===== config.mk =====
export PLATFORM = sky130hd
export DESIGN_NAME = control_logic_fsm
export DESIGN_NICKNAME = d
export VERILOG_FILES = /design/src/rtl/cl_pkg.sv /design/src/rtl/cl_decoder.sv /design/src/rtl/control_logic_fsm.sv
export SDC_FILE = /design/constraint.sdc
export NUM_CORES = 1
export LEC_CHECK = 0
export CORE_MARGIN = 2
export CORE_UTILIZATION = 49
export DETAILED_ROUTE_END_ITERATION = 12
export GPL_ROUTABILITY_DRIVEN = 0
export HOLD_SLACK_MARGIN = 0.02
export PLACE_DENSITY = 0.85
export SLEW_MARGIN = 20
export SYNTH_ARGS = -nofsm -noshare
export SYNTH_HDL_FRONTEND = slang
export SYNTH_SLANG_ARGS = --single-unit

===== constraint.sdc =====
create_clock -name clk -period 6 [get_ports clk]
set_input_delay 1.2 -clock clk [delete_from_list [all_inputs] [get_ports clk]]
set_output_delay 1.2 -clock clk [all_outputs]
set_load 0.02 [all_outputs]

===== src/rtl/cl_pkg.sv =====
// Shared types and constants for the multi-cycle control unit: state encoding,
// opcode values and default field widths.
package cl_pkg;

  localparam int CL_INSTR_W = 16;
  localparam int CL_OPC_W   = 4;
  localparam int CL_REG_AW  = 3;
  localparam int CL_PC_W    = 8;

  typedef enum logic [2:0] {
    FETCH,
    DECODE,
    EXEC,
    WB,
    HALT
  } state_e;

  localparam int OP_ADD   = 0;
  localparam int OP_SUB   = 1;
  localparam int OP_AND   = 2;
  localparam int OP_OR    = 3;
  localparam int OP_XOR   = 4;
  localparam int OP_ADDI  = 5;
  localparam int OP_LOAD  = 6;
  localparam int OP_STORE = 7;
  localparam int OP_BEQ   = 8;
  localparam int OP_JMP   = 9;
  localparam int OP_HALT  = 14;
  localparam int OP_NOP   = 15;

endpackage


===== src/rtl/cl_decoder.sv =====
// Combinational opcode decoder: derives operand/write-back selects and the
// per-instruction class flags that the control FSM acts on.
module cl_decoder
  import cl_pkg::*;
#(
  parameter int OPC_W = CL_OPC_W
) (
  input  logic [OPC_W-1:0] opcode_i,
  output logic             src2Sel_o,
  output logic             aluOutSel_o,
  output logic             writesReg_o,
  output logic             writesMem_o,
  output logic             isBranch_o,
  output logic             isJump_o,
  output logic             isHalt_o,
  output logic             isIllegal_o
);

  // LOAD and STORE form their address as rs1 + immediate, so they use operand B = imm too.
  always_comb begin
    src2Sel_o   = 1'b0;
    aluOutSel_o = 1'b0;
    writesReg_o = 1'b0;
    writesMem_o = 1'b0;
    isBranch_o  = 1'b0;
    isJump_o    = 1'b0;
    isHalt_o    = 1'b0;
    isIllegal_o = 1'b0;
    case (opcode_i)
      OPC_W'(OP_ADD), OPC_W'(OP_SUB), OPC_W'(OP_AND),
      OPC_W'(OP_OR),  OPC_W'(OP_XOR): writesReg_o = 1'b1;
      OPC_W'(OP_ADDI): begin
        writesReg_o = 1'b1;
        src2Sel_o   = 1'b1;
      end
      OPC_W'(OP_LOAD): begin
        writesReg_o = 1'b1;
        src2Sel_o   = 1'b1;
        aluOutSel_o = 1'b1;
      end
      OPC_W'(OP_STORE): begin
        writesMem_o = 1'b1;
        src2Sel_o   = 1'b1;
      end
      OPC_W'(OP_BEQ):  isBranch_o = 1'b1;
      OPC_W'(OP_JMP):  isJump_o   = 1'b1;
      OPC_W'(OP_HALT): isHalt_o   = 1'b1;
      OPC_W'(OP_NOP):  ;
      default:         isIllegal_o = 1'b1;
    endcase
  end

endmodule


===== src/rtl/control_logic_fsm.sv =====
// Multi-cycle FETCH/DECODE/EXEC/WB control unit owning PC and IR.
// Optional macro CL_PERF_CNT_EN adds saturating instret/stall_cnt counters.
module control_logic_fsm
  import cl_pkg::*;
#(
  parameter int INSTR_W = CL_INSTR_W,
  parameter int OPC_W   = CL_OPC_W,
  parameter int REG_AW  = CL_REG_AW,
  parameter int PC_W    = CL_PC_W,
  parameter int IMM_W   = INSTR_W - OPC_W - 2 * REG_AW
) (
  input  logic               clk,
  input  logic               rstn,
  output logic               imem_req,
  output logic [PC_W-1:0]    imem_addr,
  input  logic               imem_valid,
  input  logic [INSTR_W-1:0] imem_rdata,
  input  logic               alu_zero,
  output logic [OPC_W-1:0]   OPCODE,
  output logic [REG_AW-1:0]  Wreg_Sig,
  output logic [REG_AW-1:0]  Rreg_Sig1,
  output logic [REG_AW-1:0]  Rreg_Sig2,
  output logic [IMM_W-1:0]   Immediate_Addr,
  output logic [PC_W-1:0]    Jump_addr,
  output logic               Source2_select,
  output logic               ALU_out_Select,
  output logic               PC_select,
  output logic               reg_we,
  output logic               mem_we,
  output logic               halted,
  output logic               illegal
`ifdef CL_PERF_CNT_EN
  ,
  output logic [31:0]        instret,
  output logic [31:0]        stall_cnt
`endif
);

  state_e             state_q, state_d;
  logic [PC_W-1:0]    pc_q, pc_d;
  logic [INSTR_W-1:0] ir_q, ir_d;
  logic               taken_q, taken_d;

  logic decSrc2Sel, decAluOutSel, decWritesReg, decWritesMem;
  logic decIsBranch, decIsJump, decIsHalt, decIsIllegal;
  logic [PC_W-1:0] pcPlusOne, branchTarget;
  logic            inFlight;

  cl_decoder #(.OPC_W(OPC_W)) uDecoder (
    .opcode_i    (OPCODE),
    .src2Sel_o   (decSrc2Sel),
    .aluOutSel_o (decAluOutSel),
    .writesReg_o (decWritesReg),
    .writesMem_o (decWritesMem),
    .isBranch_o  (decIsBranch),
    .isJump_o    (decIsJump),
    .isHalt_o    (decIsHalt),
    .isIllegal_o (decIsIllegal)
  );

  assign OPCODE         = ir_q[INSTR_W-1 -: OPC_W];
  assign Wreg_Sig       = ir_q[INSTR_W-OPC_W-1 -: REG_AW];
  assign Rreg_Sig1      = ir_q[INSTR_W-OPC_W-REG_AW-1 -: REG_AW];
  assign Rreg_Sig2      = ir_q[INSTR_W-OPC_W-2*REG_AW-1 -: REG_AW];
  assign Immediate_Addr = ir_q[IMM_W-1:0];
  assign Jump_addr      = ir_q[PC_W-1:0];

  // Selects are only meaningful while an instruction is in flight; IR keeps the old word during FETCH.
  assign inFlight       = (state_q == DECODE) || (state_q == EXEC) || (state_q == WB);
  assign Source2_select = inFlight & decSrc2Sel;
  assign ALU_out_Select = inFlight & decAluOutSel;

  // Gating with rstn drops the request while reset is held, so no new fetch is launched.
  assign imem_req  = (state_q == FETCH) & rstn;
  assign imem_addr = pc_q;
  assign halted    = (state_q == HALT);

  assign pcPlusOne    = pc_q + PC_W'(1);
  assign branchTarget = pcPlusOne + PC_W'($signed(ir_q[IMM_W-1:0]));

  always_ff @(posedge clk) begin
    if (!rstn) begin
      state_q <= FETCH;
      pc_q    <= '0;
      ir_q    <= '0;
      taken_q <= 1'b0;
    end else begin
      state_q <= state_d;
      pc_q    <= pc_d;
      ir_q    <= ir_d;
      taken_q <= taken_d;
    end
  end

  always_comb begin
    state_d   = state_q;
    pc_d      = pc_q;
    ir_d      = ir_q;
    taken_d   = taken_q;
    reg_we    = 1'b0;
    mem_we    = 1'b0;
    PC_select = 1'b0;
    illegal   = 1'b0;
    case (state_q)
      FETCH: begin
        if (imem_valid) begin
          ir_d    = imem_rdata;
          taken_d = 1'b0;
          state_d = DECODE;
        end
      end
      DECODE: state_d = EXEC;
      EXEC: begin
        taken_d = decIsJump | (decIsBranch & alu_zero);
        state_d = WB;
      end
      WB: begin
        reg_we    = decWritesReg;
        mem_we    = decWritesMem;
        PC_select = taken_q;
        illegal   = decIsIllegal;
        if (decIsHalt) begin
          state_d = HALT;
        end else begin
          state_d = FETCH;
          if (taken_q) begin
            pc_d = decIsJump ? Jump_addr : branchTarget;
          end else begin
            pc_d = pcPlusOne;
          end
        end
      end
      HALT:    state_d = HALT;
      default: state_d = FETCH;
    endcase
  end

`ifdef CL_PERF_CNT_EN
  logic [31:0] instret_q, instret_d;
  logic [31:0] stallCnt_q, stallCnt_d;

  always_comb begin
    instret_d  = instret_q;
    stallCnt_d = stallCnt_q;
    if ((state_q == WB) && (instret_q != '1)) begin
      instret_d = instret_q + 32'd1;
    end
    if ((state_q == FETCH) && !imem_valid && (stallCnt_q != '1)) begin
      stallCnt_d = stallCnt_q + 32'd1;
    end
  end

  always_ff @(posedge clk) begin
    if (!rstn) begin
      instret_q  <= '0;
      stallCnt_q <= '0;
    end else begin
      instret_q  <= instret_d;
      stallCnt_q <= stallCnt_d;
    end
  end

  assign instret   = instret_q;
  assign stall_cnt = stallCnt_q;
`else
  // Counters are compiled out together with their ports.
`endif

endmodule


# Yosys cells after proc, flatten, opt, wreduce, memory -nomap -nowiden
# Cells that the tools add are included.
# totals
inputBits	20
out_inout_bits	43
ff_bits	28
# classes
n_addsub	2
bitwise_logic	6
n_eq_ne	16
reduce_logical	11
mux	19
# op_table
operator	n
$eq 4x3->1 const B	4
$eq 4x4->1 const B	4
$mux 8	2
$pmux 3 s5	1
$mux 1	13
$reduce_or 12->1	1
$add 8x1->8 const B	1
$add 8x8->8	1
$eq 4x2->1 const B	2
$reduce_or 7->1	1
$eq 3x2->1 const B	2
$mux 3	2
$reduce_and 2->1	3
$and 1x1->1	4
$eq 4x1->1 const B	1
$logic_not 4->1	1
$eq 3x1->1 const B	1
$eq 3x3->1 const B	1
$logic_not 3->1	1
$reduce_or 3->1	1
$logic_or 1x1->1	2
$ne 2x2->1 const B	1
$pmux 1 s2	1
$reduce_bool 2->1	1
2 further kinds	2

# Longest topological paths before layout
# Gate-level depths: netlist of run 1.
# depth
word_depth	5
mapped_depth	10
mapped_depth_nobuf	9

# Cells and area by module
# A second synthesis of run 1 with hierarchy kept.
# hier_totals
cells_unflattened	237
area_unflattened_um2	1851.8
# modules_own_cells
module	cells_each	n_inst	area_each_um2
control_logic_fsm	224	1	1754.2
cl_decoder	13	1	97.6

# Least setup slack after synthesis of run 1
# No wires, ideal clock.
# synth_timing
path_kind	input -> output
startpoint	in rstn
endpoint	out imem_req
slack_ps	2961
arrival_ps	1839
n_path_buf	1
required_ps	4800
cell_stages	3
cell_sequence	buf_6 > nand2b_1 > nor3_1
# synth_via
elab_chain_cells	1
# synth_rtl
element	line_no	source
from (decl)	control_logic_fsm.sv:13	input logic rstn,
$and 1x1->1	control_logic_fsm.sv:74	assign imem_req = (state_q == FETCH) & rstn;
to (decl)	control_logic_fsm.sv:14	output logic imem_req,
# No other way between the ends.

# Final worst setup path of run 1
# Same ends and word-level chain as after synthesis.

==> flow_results.xml, run 1 <==
<?xml version="1.0" encoding="UTF-8"?>
<metrics>
  <group name="timing">
    <metric name="period_share" unit="%">66.2</metric>
    <metric name="slew_headroom" unit="%">54.4</metric>
    <metric name="max_freq" unit="MHz">252</metric>
    <metric name="final_hold_viol_count" unit="">0</metric>
    <metric name="rsz0062_at_grt" unit="">no</metric>
    <metric name="fin_tns_setup" unit="ns">0</metric>
    <metric name="tightestPinTransition" unit="ns">0.683</metric>
    <metric name="finalHoldWorstSlack" unit="ns">0.458</metric>
    <metric name="fin_crit" unit="ns">3.97</metric>
    <metric name="timing.clock.skew" unit="ns">0.00557</metric>
    <metric name="final-setup-viol-count" unit="">0</metric>
    <metric name="maxSlewViolCount" unit="">0</metric>
  </group>
  <group name="yosys">
    <metric name="netlist_top_cells_area" unit="">sky130_fd_sc_hd__dfxtp_1, sky130_fd_sc_hd__nand2_1, sky130_fd_sc_hd__a21oi_1, sky130_fd_sc_hd__ha_1, sky130_fd_sc_hd__buf_4</metric>
    <metric name="synth_top_cells_by_count" unit="">sky130_fd_sc_hd__nand2_1, sky130_fd_sc_hd__dfxtp_1, sky130_fd_sc_hd__a21oi_1</metric>
    <metric name="synth_largest_area_cell" unit="">sky130_fd_sc_hd__dfxtp_1</metric>
    <metric name="number_of_enable_flip_flop_cells_after_synthesis" unit="">0</metric>
    <metric name="synth.ff_latch_count" unit="">28</metric>
    <metric name="syn_inst_count" unit="">235</metric>
    <metric name="synth_top_area_share" unit="%">30.0</metric>
    <metric name="synthesized_area_per_cell" unit="µm²">7.94</metric>
    <metric name="async_flop_share" unit="%">0</metric>
    <metric name="yosys_warnings" unit="">0</metric>
    <metric name="synth-main-ff-cell" unit="">sky130_fd_sc_hd__dfxtp_1</metric>
    <metric name="post-synth-top-count-cell" unit="">sky130_fd_sc_hd__nand2_1</metric>
    <metric name="synth.net_count" unit="">265</metric>
    <metric name="synthDistinctLibCells" unit="">50</metric>
    <metric name="sequential_fraction_of_the_synthesis_area" unit="%">30.0</metric>
    <metric name="synthesis.area" unit="mm²">0.00187</metric>
  </group>
  <group name="grt">
    <metric name="pin_count_of_the_biggest_net_entering_global_routing" unit="">21</metric>
    <metric name="first_global_vias" unit="">1729</metric>
    <metric name="number_of_antenna_violations_at_the_first_check_in_global_routing" unit="">0</metric>
    <metric name="grt_util_all_layers" unit="%">22.1</metric>
    <metric name="wire_length_of_the_first_global_routing_pass" unit="mm">7.65</metric>
    <metric name="globalRoute.busiestLayer" unit="">met2</metric>
    <metric name="grt.met1_usage" unit="%">30.2</metric>
    <metric name="met2_usage" unit="%">35.5</metric>
    <metric name="overflow" unit="">0</metric>
    <metric name="grt.met3_usage" unit="%">4.45</metric>
  </group>
  <group name="layout">
    <metric name="final.fill_count" unit="">309</metric>
    <metric name="num-nets-final" unit="">306</metric>
    <metric name="post_route_cells_drive_above_1_share" unit="%">4.73</metric>
    <metric name="multiInputGateArea" unit="mm²">0.00112</metric>
    <metric name="num_antenna_cells" unit="">0</metric>
    <metric name="area_growth_syn_to_layout" unit="%">31.4</metric>
    <metric name="layout.area.seq" unit="µm²">561</metric>
  </group>
  <group name="floorplan">
    <metric name="rows" unit="">22</metric>
    <metric name="design.portCount" unit="">63</metric>
    <metric name="start_util" unit="%">51.0</metric>
    <metric name="core_area" unit="mm²">0.00366</metric>
    <metric name="chipWidth" unit="µm">65.7</metric>
    <metric name="die-height" unit="µm">65.7</metric>
    <metric name="die_area" unit="mm²">0.00432</metric>
  </group>
  <group name="pwr">
    <metric name="pwr_density_cell" unit="mW/mm²">198</metric>
    <metric name="vdd.ir_drop.worst" unit="µV">159</metric>
    <metric name="static_leakage" unit="nW">0.909</metric>
  </group>
  <group name="worst_setup_path">
    <metric name="timing.critical_path.mode_cell" unit="">sky130_fd_sc_hd__clkdlybuf4s50_1</metric>
    <metric name="worst_ep_required_time" unit="ns">4.80</metric>
    <metric name="path_cells" unit="">clkdlybuf4s50_1 &gt; nand2b_1 &gt; nor3_1 &gt; clkdlybuf4s50_1</metric>
    <metric name="cp_slowest_cell" unit="">sky130_fd_sc_hd__clkdlybuf4s50_1</metric>
    <metric name="path_max_fanout" unit="">9</metric>
    <metric name="criticalPathCategory" unit="">in -&gt; out</metric>
    <metric name="delay_contributed_by_the_slowest_stage_of_the_critical_path" unit="ns">0.66</metric>
    <metric name="timing.critical_path.max_delay_family" unit="">buffers and inverters</metric>
    <metric name="crit_path_start" unit="">rstn</metric>
    <metric name="crit_path_end_kind" unit="">output port</metric>
    <metric name="crit-reg2reg-launch" unit="">imem_addr[2]</metric>
    <metric name="timing.critical_path.from_type" unit="">primary input</metric>
    <metric name="critPathArrivalTime" unit="ns">2.77</metric>
    <metric name="critical_path.n_buffers_inverters" unit="">2</metric>
  </group>
  <group name="clock_tree">
    <metric name="cts_root_buffer" unit="">sky130_fd_sc_hd__clkbuf_8</metric>
    <metric name="post_cts_setup_bufs" unit="">0</metric>
    <metric name="tritoncts" unit="">done</metric>
    <metric name="clk_path_buf_depth" unit="">2</metric>
    <metric name="htreeDepth" unit="">1</metric>
    <metric name="cts.sinks" unit="">28</metric>
    <metric name="post_cts_resize_count" unit="">0</metric>
    <metric name="insertion_delay" unit="ns">0.28</metric>
    <metric name="cts_inserted_buffers" unit="">3</metric>
    <metric name="cts_hold_repair.buffers" unit="">0</metric>
    <metric name="cts_clock_pin_slew_for_the_worst_setup_and_hold_paths" unit="ns">0.10</metric>
  </group>
  <group name="detailed_routing">
    <metric name="route.detailed.drc" unit="">0</metric>
    <metric name="drt_first_pass_iters" unit="">4</metric>
    <metric name="routed-via-count" unit="">1782</metric>
    <metric name="wl_per_cell" unit="µm">13.6</metric>
    <metric name="drt_first_iter_violations" unit="">110</metric>
    <metric name="drt-total-wl" unit="mm">4.41</metric>
    <metric name="ant_nets" unit="">0</metric>
    <metric name="vias_per_cell" unit="">5.52</metric>
  </group>
  <group name="run">
    <metric name="cap_viol_max_count" unit="">0</metric>
  </group>
  <group name="placed_design">
    <metric name="post-dp-hpwl" unit="mm">3.29</metric>
    <metric name="port_buffers" unit="">62</metric>
  </group>
  <group name="min_path">
    <metric name="timing.hold.worst.class" unit="">reg -&gt; reg</metric>
    <metric name="hold_path_startpoint" unit="">ir_q[11]</metric>
  </group>
  <group name="run_status">
    <metric name="outcome" unit="">finished, final reports clean</metric>
  </group>
</metrics>
-- final cells by class --
class / count / area share [%]
Multi-Input combinational cell: 177 / 45.7
Timing Repair Buffer: 63 / 25.6
Clock buffer: 3 / 1.68
Tap cell: 48 / 2.45
Sequential cell: 28 / 22.9
Clock inverter: 1 / 1.23
Inverter: 3 / 0.459
-- layer usage --
layer / vias up / part of all wire (%)
met3: 4 / 6.3
met5: - / 0
met4: 0 / 0.82
li1: 900 / -
met1: 821 / 46
met2: 57 / 47
-- final timing paths --
path	cells past startpoint	slack, ns	end
worst min register to register	2	0.46	ir_q[11]
worst min-delay path	2	0.46	ir_q[11]
worst max-delay path	4	2.03	imem_req
worst max register to register	9	3.32	imem_addr[7]
-- cells by family after synthesis --
| family | Yosys count | synth area share, % |
|---|---|---|
| AND/OR/NAND/NOR | 93 | 24.4 |
| AO/OA/AOI/OAI | 60 | 21.8 |
| buffers and inverters | 30 | 9.93 |
| flip-flops | 28 | 30.0 |
| XOR/XNOR | 12 | 5.63 |
| adder cells (fa/ha/maj) | 10 | 7.11 |
| multiplexers | 2 | 1.07 |
-- where the power goes --
group	internal [mW]	switching, mW	total, mW	leakage, nW
clock	0.0893	0.0585	0.148	0.0357
sequential	0.197	0.0184	0.215	0.229
combinational	0.0601	0.0620	0.122	0.645
-- sequential cells by signal, indices dropped and copies added (netlist names) --
name	count
imem_addr	8
taken_q	1
ir_q	16
state_q	3
-- cell usage in the layout, fill, tap and decap left out, drive strengths merged, types with 2 or more instances in the layout --
| cell | instances |
|---|---|
| clkdlybuf4s50 | 62 |
| nand2 | 45 |
| dfxtp | 28 |
| a21oi | 23 |
| o21ai | 13 |
| nor2 | 9 |
| ha | 9 |
| nand3 | 8 |
| xnor2 | 8 |
| nor3 | 8 |
| a211oi | 5 |
| xor2 | 4 |
| o21bai | 4 |
| and2 | 3 |
| inv | 3 |
| nand3b | 3 |
| nor3b | 3 |
| clkbuf | 3 |
| and3 | 2 |
| nor4 | 2 |
| nor2b | 2 |
| mux2i | 2 |
| o31ai | 2 |
| o221ai | 2 |
| o41ai | 2 |
| a21o | 2 |
-- worst min-delay path, delay by kind of cell, from the launching register on --
| kind | cells | cell delay [ns] |
|---|---|---|
| AO/OA/AOI/OAI | 1 | 0.05 |
| flip-flops | 1 | 0.32 |
| AND/OR/NAND/NOR | 1 | 0.05 |
-- per-stage QoR --
step	total power, mW	setup WS (ns)	cell area, µm²	cells	utilization [%]
3_5_place_dp	0.342	2.02	2380	319	65.0
6_report	0.485	2.03	2450	323	67.0
4_1_cts	0.489	2.03	2450	323	67.0
5_1_grt	0.507	1.96	2450	323	67.0
3_3_place_gp	0.339	2.06	2380	319	65.0
2_1_floorplan	0.295	2.96	1870	235	-
No activity file was read; power rests on OpenSTA's default activity.
==> run 2, diff against run 1 <==
Settings changed: CORE_UTILIZATION 49 to 46, PLACE_DENSITY 0.85 to 0.81.
Clock period 6 ns to 4.05 ns, I/O delays scaled along.
==> flow_results.xml, run 2 (same netlist as run 1, synthesis figures left out) <==
<?xml version="1.0" encoding="UTF-8"?>
<metrics>
  <group name="run_status">
    <metric name="outcome" unit="">finished, final reports clean</metric>
  </group>
  <group name="clock_tree">
    <metric name="cts_inserted_buffers" unit="">3</metric>
    <metric name="htreeDepth" unit="">1</metric>
    <metric name="cts_hold_repair.buffers" unit="">0</metric>
    <metric name="cts.sinks" unit="">28</metric>
    <metric name="cts_clock_pin_slew_for_the_worst_setup_and_hold_paths" unit="ns">0.10</metric>
    <metric name="post_cts_setup_bufs" unit="">0</metric>
    <metric name="clk_path_buf_depth" unit="">2</metric>
    <metric name="insertion_delay" unit="ns">0.28</metric>
    <metric name="tritoncts" unit="">done</metric>
    <metric name="post_cts_resize_count" unit="">0</metric>
    <metric name="cts_root_buffer" unit="">sky130_fd_sc_hd__clkbuf_8</metric>
  </group>
  <group name="grt">
    <metric name="overflow" unit="">0</metric>
    <metric name="pin_count_of_the_biggest_net_entering_global_routing" unit="">21</metric>
    <metric name="grt_util_all_layers" unit="%">20.0</metric>
    <metric name="first_global_vias" unit="">1519</metric>
    <metric name="number_of_antenna_violations_at_the_first_check_in_global_routing" unit="">0</metric>
    <metric name="wire_length_of_the_first_global_routing_pass" unit="mm">7.05</metric>
  </group>
  <group name="layout">
    <metric name="largest-register" unit="">ir_q</metric>
    <metric name="fin_area" unit="mm²">0.00245</metric>
    <metric name="finish.utilization" unit="%">62.2</metric>
    <metric name="area_growth_syn_to_layout" unit="%">31.5</metric>
    <metric name="post_layout_nonfiller_instances" unit="">325</metric>
    <metric name="num-nets-final" unit="">306</metric>
    <metric name="commonest_non_fill_non_tap_cell_in_the_layout" unit="">sky130_fd_sc_hd__clkdlybuf4s50_1</metric>
    <metric name="num_antenna_cells" unit="">0</metric>
    <metric name="post_route_cells_drive_above_1_share" unit="%">4.73</metric>
    <metric name="most-common-layout-cells" unit="">sky130_fd_sc_hd__clkdlybuf4s50_1, sky130_fd_sc_hd__nand2_1, sky130_fd_sc_hd__dfxtp_1, sky130_fd_sc_hd__a21oi_1, sky130_fd_sc_hd__o21ai_0</metric>
    <metric name="largest_register_ffs" unit="">16</metric>
  </group>
  <group name="timing">
    <metric name="final-setup-viol-count" unit="">0</metric>
    <metric name="max_freq" unit="MHz">312</metric>
    <metric name="fin_tns_setup" unit="ns">0</metric>
    <metric name="maxSlewViolCount" unit="">0</metric>
    <metric name="tightestPinTransition" unit="ns">0.639</metric>
    <metric name="period_share" unit="%">79.0</metric>
    <metric name="setup_ws" unit="ns">0.850</metric>
    <metric name="finalHoldWorstSlack" unit="ns">0.459</metric>
    <metric name="timing.clock.skew" unit="ns">0.00285</metric>
    <metric name="slew_headroom" unit="%">57.3</metric>
    <metric name="final_hold_viol_count" unit="">0</metric>
    <metric name="fin_crit" unit="ns">3.20</metric>
    <metric name="rsz0062_at_grt" unit="">no</metric>
  </group>
  <group name="placed_design">
    <metric name="placed_cells_incl_taps" unit="">321</metric>
    <metric name="port_buffers" unit="">62</metric>
    <metric name="pre_cts_ws" unit="ns">0.855</metric>
    <metric name="dpl-instance-area" unit="mm²">0.00238</metric>
    <metric name="post-dp-hpwl" unit="mm">3.37</metric>
  </group>
  <group name="pwr">
    <metric name="pwr_density_cell" unit="mW/mm²">294</metric>
    <metric name="vdd.ir_drop.worst" unit="µV">210</metric>
    <metric name="p_total" unit="mW">0.721</metric>
    <metric name="static_leakage" unit="nW">0.909</metric>
  </group>
  <group name="worst_setup_path">
    <metric name="reg2reg_slack" unit="ns">1.45</metric>
    <metric name="crit_path_end_kind" unit="">output port</metric>
    <metric name="path_max_fanout" unit="">9</metric>
    <metric name="ff2ff_path_depth" unit="">9</metric>
    <metric name="crit-reg2reg-launch" unit="">imem_addr[2]</metric>
    <metric name="criticalPathCategory" unit="">in -&gt; out</metric>
    <metric name="timing.critical_path.from_type" unit="">primary input</metric>
    <metric name="worst_ep_required_time" unit="ns">3.24</metric>
    <metric name="r2r-end" unit="">imem_addr[7]</metric>
    <metric name="critPathArrivalTime" unit="ns">2.39</metric>
  </group>
  <group name="detailed_routing">
    <metric name="drt-total-wl" unit="mm">4.43</metric>
    <metric name="wl_per_cell" unit="µm">13.6</metric>
    <metric name="drt_first_iter_violations" unit="">109</metric>
    <metric name="drt_first_pass_iters" unit="">5</metric>
    <metric name="routed-via-count" unit="">1748</metric>
    <metric name="vias_per_cell" unit="">5.38</metric>
    <metric name="route.detailed.drc" unit="">0</metric>
    <metric name="ant_nets" unit="">0</metric>
  </group>
  <group name="min_path">
    <metric name="whs_endpoint" unit="">ir_q[9]</metric>
    <metric name="holdPathStages" unit="">2</metric>
    <metric name="timing.hold.worst.class" unit="">reg -&gt; reg</metric>
    <metric name="hold_path_startpoint" unit="">ir_q[9]</metric>
  </group>
  <group name="floorplan">
    <metric name="design.portCount" unit="">63</metric>
    <metric name="rows" unit="">23</metric>
    <metric name="chipWidth" unit="µm">67.7</metric>
    <metric name="start_util" unit="%">47.3</metric>
    <metric name="die_area" unit="mm²">0.00458</metric>
    <metric name="core_area" unit="mm²">0.00394</metric>
    <metric name="die-height" unit="µm">67.7</metric>
  </group>
  <group name="run">
    <metric name="cap_viol_max_count" unit="">0</metric>
  </group>
</metrics>
==> run 2: worst max path at each step <==
stage                        end    startpoint  depth (start not counted)  slack (ns)
floorplan           imem_addr[7]  imem_addr[2]                         10        1.53
global placement        imem_req          rstn                          4        0.89
detailed placement      imem_req          rstn                          4        0.85
CTS                     imem_req          rstn                          4        0.84
global route            imem_req          rstn                          4        0.73
finish                  imem_req          rstn                          4        0.85
==> run 2: worst max-delay path, cell delays in order <==
cell                              delay (ns)
sky130_fd_sc_hd__clkdlybuf4s50_1        0.66
sky130_fd_sc_hd__nand2b_1               0.15
sky130_fd_sc_hd__nor3_1                 0.15
sky130_fd_sc_hd__clkdlybuf4s50_1        0.63
==> run 2: cell type report <==
cell class / count / area (µm²)
multi-input combinational: 177 / 1120
inverter: 3 / 11.3
tap: 50 / 62.6
clock inverter: 1 / 30.0
timing repair buffer: 63 / 628
sequential: 28 / 561
clock buffer: 3 / 41.3
fill: 357 / 1490
==> run 2: power by group <==
| part | switching [mW] | internal [mW] |
|---|---|---|
| clock | 0.0896 | 0.132 |
| combinational | 0.0907 | 0.0888 |
| sequential | 0.0274 | 0.292 |
| total | 0.208 | 0.513 |
==> run 2: per-layer routing <==
layer | vias up | global-route usage (%) | share of wire (%)
met4 | 0 | 4.34 | 0.52
met3 | 4 | 4.67 | 7.6
met5 | - | 0 | 0
li1 | 895 | - | -
met2 | 56 | 32.1 | 47
met1 | 793 | 27.1 | 44
